File: src/rtl/timer_wb_if.sv
// Wishbone classic-cycle bus bundle for the timer peripheral.
// Signal directions are named from the slave's point of view.
interface timer_wb_if;
    logic [31:0] dat_i;
    logic [31:0] dat_o;
    logic [31:0] adr_i;
    logic        we_i;
    logic [3:0]  sel_i;
    logic        cyc_i;
    logic        stb_i;
    logic        ack_o;

    modport master (
        output dat_i, adr_i, we_i, sel_i, cyc_i, stb_i,
        input  dat_o, ack_o
    );

    modport slave (
        input  dat_i, adr_i, we_i, sel_i, cyc_i, stb_i,
        output dat_o, ack_o
    );
endinterface

File: src/rtl/timer_wb.sv
// Wishbone slave down-counter timer with prescaler,
// optional auto-reload and a sticky expiry interrupt.
module timer_wb #(
    parameter int PRESC_W = 16
) (
    input  logic      clk_i,
    input  logic      rst_i,
    timer_wb_if.slave bus,
    output logic      irq_o
);

    logic               en_q, en_d;
    logic               auto_q, auto_d;
    logic               ie_q, ie_d;
    logic               exp_q, exp_d;
    logic               ack_q, ack_d;
    logic [PRESC_W-1:0] presc_q, presc_d;
    logic [PRESC_W-1:0] pcnt_q, pcnt_d;
    logic [31:0]        load_q, load_d;
    logic [31:0]        count_q, count_d;
    logic [31:0]        dat_q, dat_d;

    logic        acc;
    logic        wr;
    logic [1:0]  adr;
    logic [31:0] wmask;
    logic [31:0] ctrl_w;
    logic [31:0] rdata;
    logic        tick;
    logic        expire;
    logic        halt;
    logic        unused_adr;

    assign unused_adr = ^{bus.adr_i[31:4], bus.adr_i[1:0]};

    // Bus decode, prescaler, counter update and write merging
    always_comb begin
        acc   = bus.cyc_i & bus.stb_i & ~ack_q;
        wr    = acc & bus.we_i;
        adr   = bus.adr_i[3:2];
        wmask = {{8{bus.sel_i[3]}}, {8{bus.sel_i[2]}},
                 {8{bus.sel_i[1]}}, {8{bus.sel_i[0]}}};

        ctrl_w                = '0;
        ctrl_w[0]             = en_q;
        ctrl_w[1]             = auto_q;
        ctrl_w[2]             = ie_q;
        ctrl_w[16 +: PRESC_W] = presc_q;

        unique case (adr)
            2'd0:    rdata = ctrl_w;
            2'd1:    rdata = load_q;
            2'd2:    rdata = count_q;
            default: rdata = {31'd0, exp_q};
        endcase

        tick   = en_q & (pcnt_q == presc_q);
        expire = tick & (count_q <= 32'd1);
        // software stopping the timer cancels this edge's count step
        halt   = wr & (adr == 2'd0) & bus.sel_i[0] & ~bus.dat_i[0];

        en_d    = en_q;
        auto_d  = auto_q;
        ie_d    = ie_q;
        presc_d = presc_q;
        load_d  = load_q;
        count_d = count_q;
        exp_d   = exp_q;

        pcnt_d = '0;
        if (en_q && !tick) begin
            pcnt_d = pcnt_q + PRESC_W'(1);
        end

        if (tick && !halt) begin
            if (expire) begin
                count_d = auto_q ? load_q : 32'd0;
            end else begin
                count_d = count_q - 32'd1;
            end
        end

        if (expire) begin
            exp_d = 1'b1;
            if (!auto_q) begin
                en_d = 1'b0;
            end
        end

        if (wr) begin
            unique case (adr)
                2'd0: begin
                    if (bus.sel_i[0]) begin
                        en_d   = bus.dat_i[0];
                        auto_d = bus.dat_i[1];
                        ie_d   = bus.dat_i[2];
                    end
                    presc_d = (presc_q & ~wmask[16 +: PRESC_W])
                            | (bus.dat_i[16 +: PRESC_W]
                               & wmask[16 +: PRESC_W]);
                end
                2'd1: load_d = (load_q & ~wmask) | (bus.dat_i & wmask);
                2'd2: count_d = (count_q & ~wmask) | (bus.dat_i & wmask);
                default: begin
                    if (bus.sel_i[0] && bus.dat_i[0] && !expire) begin
                        exp_d = 1'b0;
                    end
                end
            endcase
        end

        ack_d = acc;
        dat_d = (acc && !bus.we_i) ? rdata : dat_q;
    end

    // Register state; everything clears on reset
    always_ff @(posedge clk_i or negedge rst_i) begin
        if (!rst_i) begin
            en_q    <= 1'b0;
            auto_q  <= 1'b0;
            ie_q    <= 1'b0;
            exp_q   <= 1'b0;
            ack_q   <= 1'b0;
            presc_q <= '0;
            pcnt_q  <= '0;
            load_q  <= '0;
            count_q <= '0;
            dat_q   <= '0;
        end else begin
            en_q    <= en_d;
            auto_q  <= auto_d;
            ie_q    <= ie_d;
            exp_q   <= exp_d;
            ack_q   <= ack_d;
            presc_q <= presc_d;
            pcnt_q  <= pcnt_d;
            load_q  <= load_d;
            count_q <= count_d;
            dat_q   <= dat_d;
        end
    end

    assign bus.ack_o = ack_q;
    assign bus.dat_o = dat_q;
    assign irq_o     = exp_q & ie_q;

endmodule

File: src/flat_wrapper.sv
// flat-port wrapper written by rule: the top's interface ports become plain ports
module timer_wb_flat 
#(
    parameter int PRESC_W = 16
)
  (clk_i, rst_i, irq_o, bus_dat_i, bus_adr_i, bus_we_i, bus_sel_i, bus_cyc_i, bus_stb_i, bus_dat_o, bus_ack_o);
  timer_wb_if bus_i ();
  input  logic clk_i;
  input  logic rst_i;
  output logic irq_o;
  input wire logic [$bits(bus_i.dat_i)-1:0] bus_dat_i;
  input wire logic [$bits(bus_i.adr_i)-1:0] bus_adr_i;
  input wire logic [$bits(bus_i.we_i)-1:0] bus_we_i;
  input wire logic [$bits(bus_i.sel_i)-1:0] bus_sel_i;
  input wire logic [$bits(bus_i.cyc_i)-1:0] bus_cyc_i;
  input wire logic [$bits(bus_i.stb_i)-1:0] bus_stb_i;
  output wire logic [$bits(bus_i.dat_o)-1:0] bus_dat_o;
  output wire logic [$bits(bus_i.ack_o)-1:0] bus_ack_o;
  assign bus_i.dat_i = bus_dat_i;
  assign bus_i.adr_i = bus_adr_i;
  assign bus_i.we_i = bus_we_i;
  assign bus_i.sel_i = bus_sel_i;
  assign bus_i.cyc_i = bus_cyc_i;
  assign bus_i.stb_i = bus_stb_i;
  assign bus_dat_o = bus_i.dat_o;
  assign bus_ack_o = bus_i.ack_o;
  timer_wb #(.PRESC_W(PRESC_W)) u_core (.clk_i(clk_i), .rst_i(rst_i), .bus(bus_i), .irq_o(irq_o));
endmodule
File: config.mk
export PLATFORM = sky130hd
export DESIGN_NAME = timer_wb_flat
export DESIGN_NICKNAME = d
export VERILOG_FILES = /design/src/rtl/timer_wb_if.sv /design/src/rtl/timer_wb.sv /design/src/flat_wrapper.sv
export SDC_FILE = /design/constraint.sdc
export NUM_CORES = 1
export LEC_CHECK = 0
export ABC_AREA = 1
export CAP_MARGIN = 0
export CORE_AREA = 5 5 192 120
export DETAILED_ROUTE_END_ITERATION = 16
export DIE_AREA = 0 0 197 125
export GPL_TIMING_DRIVEN = 0
export PLACE_DENSITY_LB_ADDON = 0.05
export SKIP_LAST_GASP = 1
export SYNTH_ARGS = -nofsm -noshare
export SYNTH_HDL_FRONTEND = slang
export SYNTH_SLANG_ARGS = --single-unit
File: constraint.sdc
create_clock -name clk_i -period 1.9 [get_ports clk_i]
set_input_delay 0.57 -clock clk_i [delete_from_list [all_inputs] [get_ports clk_i]]
set_output_delay 0.57 -clock clk_i [all_outputs]
set_load 0.005 [all_outputs]
==> impl_results.md <==
- Max Clock Freq: 472 MHz
- Worst slew pin tran: 670 ps
- IO Pins: 107
- CTS Hold Bufs: 0
- Xor/xnor cell area share of the yosys netlist: 0.0424
- First-pass GRT wire length: 47600 um
- Ranking of synthesized cells by area: dfrtp_1, nand2_1, o21ai_0
- Syn Inst Count: 1204
- Vias in the first global route: 8039
- TNS Setup: -4550 ps
- Sequential share of the synthesized area: 0.413
- Critical Path Start Type: register
- Gpl congestion: 0.954
- Vias: 8584
- Area share of the largest cell type after synthesis: 0.413
- Worst path cell trace: xnor2_1 -> nand2_1 -> nor2_2 -> nand2_2 -> nor2_4 -> nand3_4 -> buf_6 -> buf_8 -> nand2_4 -> nand2_1 -> nand2_1 -> nand2_1 -> nand2_1 -> nand2_1
- Synth Area in Compound Gates: 0.110
- DIE HEIGHT: 125 um
- Post-synthesis mux area share: 0
- Max-cap check violation count: 0
- Main combinational cell family by area after synthesis: simple AND/OR/NAND/NOR gates
- Root buffer cell: clkbuf_16
- Vias per inst: 5.09
- Largest net degree at the start of global routing: slightly above 90
- Initial Util: 0.378
- Net count, final: 1464
- Synth Area in Simple Gates: 0.346
- Core ar.: 21300 sq um
- Final max-slew violation count: 0
- GRT Total Usage: 0.252
- Count of cell types in the netlist: 32
- Crit end category: register
- Ys async rst share: 1.00
- Crit path max fanout: 6
- Hold WC Path Type: input port to asynchronous set/reset pin
- Top cell by count, worst path: nand2_1
- Post-route ant nets: 0
- Clock skew: 12.4 ps
- Clock Path Buffers: 2
- Lkg Pwr: 5.62 nW
- Clk sinks: 133
- Ys flop type: dfrtp_1
- Slew margin rel.: 0.554
- Slowest cell delay on critical path: between 400 and 500 ps
- RSZ-0062 raised after global routing: yes
- Syn nets: 1280
- Clock latency on the worst-skew pair: between 400 and 500 ps
- Number of buffers created by CTS: 17
- Drt initial violations: 857
- PD cells: 1210 nW/um^2
- EDFF count, synth: 0
- Crit path max-delay cell type: dfrtp_1
- 1st-pass router iterations: 5
- CP arrival: 2440 ps
- Layout cells sized above 1: 0.236
- Final Hold Fails: 0
- CTS tree: built
- Area Growth Syn to Fin: 39.6%
- Routed WL per cell: roughly 19 um
- # setup viols final: 35
- Die area: 24600 sq um
- CTS clk-pin slew, worst paths: 60 ps
- Post-synth top area cell: dfrtp_1
- Detailed Place HPWL: 22400 um
- Grt met1 use: 0.431
- Status: complete, but fails checks
- Count leader, synth: nand2_1
- H-tree Lvls: 4
- Worst Path Class, Setup: register to register
- Pwr Total: between 10 and 15 mW
- Critical Path RT: 2220 ps
- Final worst slack: -219 ps
- Maximum VDD drop: 739 uV
- DRC: 0
- Avg Synthesized Cell Area: 6.69 sq um
- Post-synthesis adder-cell area fraction: 0.00466
- GR Util met2: 0.299
- Port bufs: 76
- Grt peak-use layer: met1
- Failing checks: negative setup slack
- Synthesized area: approximately 8100 sq um
- Min Tclk post-route: 2120 ps
- DIE WIDTH: between 150 and 200 um
- Row count: 42
- Top delay family on crit path: simple AND/OR/NAND/NOR gates
- CP bufs+invs: 2
- Synth Warn #: 0
- Final core utilization: 0.527
- Part of the cycle the worst path needs: 1.12
- Total wire length: 31300 um
- Overflow after GRT: 0
- Most common library cells after synthesis: nand2_1, dfrtp_1, inv_1
- Synth Register Bits: 133
- Antenna violations before repair: 0
- N_diodes: 0
- GR Util met3: 0.0772
[cell usage in the layout, fill, tap and decap left out, drive strengths merged]
cell type	Yosys	layout
o21ai	96	96
nand4	36	36
bufinv	0	3
nor2	109	109
nor3	8	8
nor3b	1	1
nand2	512	512
nor4	4	4
a31oi	15	15
nand3	22	22
a22o	2	2
clkbuf	40	49
a21oi	46	46
a21boi	1	1
inv	119	120
clkinv	0	4
ha	3	3
xor2	18	18
buf	11	110
o22ai	2	2
a221oi	4	4
dlygate4sd2	0	4
clkdlybuf4s50	0	57
dlymetal6s2s	0	14
dfrtp	133	133
clkinvlp	0	4
nand3b	1	1
xnor2	21	21
[final timing paths]
path	to	cells past startpoint	slack [ps]	from
max in group asynchronous	asynchronous set/reset pin	2	990	rst_i
min reg2reg	u_core.bus.dat_o[19]$_DFFE_PN0P_	2	480	u_core.bus.dat_o[19]$_DFFE_PN0P_
min	asynchronous set/reset pin	1	50	rst_i
max	register	14	-220	u_core.pcnt_q[0]$_DFF_PN0_
max reg2reg	register	14	-220	u_core.pcnt_q[0]$_DFF_PN0_
min in group clk_i	u_core.bus.dat_o[19]$_DFFE_PN0P_	2	480	u_core.bus.dat_o[19]$_DFFE_PN0P_
[where the power goes]
| group | leakage, nW | switching, mW | total (mW) | internal [mW] |
|---|---|---|---|---|
| combinational | 3.69 | 3.12 | 5.63 | 2.51 |
| clock | 0.280 | 1.35 | 3.43 | 2.08 |
| sequential | 1.66 | 0.928 | 4.56 | 3.64 |
[final cells by class]
class,count,area [sq um]
well taps,286,358
flip-flops and latches,133,3370
plain buffers,45,353
clock inverters,12,156
inverters,119,454
clock buffers,18,439
multi-input cells,901,4540
fillers,2187,10100
repair buffers,171,1580
[per-stage QoR]
stage | cells | area [sq um] | worst slack [ps] | hold WS, ps
2_1_floorplan | 1204 | 8080 | 17.7 | 274
3_3_place_gp | 1566 | 9190 | -5430 | 461
3_5_place_dp | 1567 | 9220 | -1330 | 466
4_1_cts | 1663 | 10800 | -133 | 56.9
5_1_grt | 1685 | 11300 | -323 | 81.0
6_report | 1685 | 11300 | -219 | 53.1
[worst reg2reg max path, delay by kind of cell, from the launching register on]
| kind | cells | cell delay, ps |
|---|---|---|
| simple gates | 11 | 1100 |
| buf+inv | 2 | 320 |
| flops | 1 | 430 |
| xor+xnor | 1 | 170 |
[repair_timing]
action | in CTS | in global routing
cloned | 4 | 0
buffers inserted | 63 | 29
endpoints found under the setup margin | 119 | 109
pin swaps | 24 | 28
resized for setup | 181 | 119
[metal layers]
layer / share of wire / wire length (um)
met5: 0 / 0
met3: 0.10 / 3200
met2: 0.36 / 11400
met1: 0.52 / 16300
met4: 0.011 / 345
[cells by family (layout without fill, tap and decap cells)]
kind of cell / count (synthesis) / count (layout)
AO/OA/AOI/OAI: 166 / 166
AND/OR/NAND/NOR: 693 / 693
XOR/XNOR: 39 / 39
buffers and inverters: 170 / 365
flip-flops: 133 / 133
adder cells (fa/ha/maj): 3 / 3
Power figures use the tool's default switching activity.
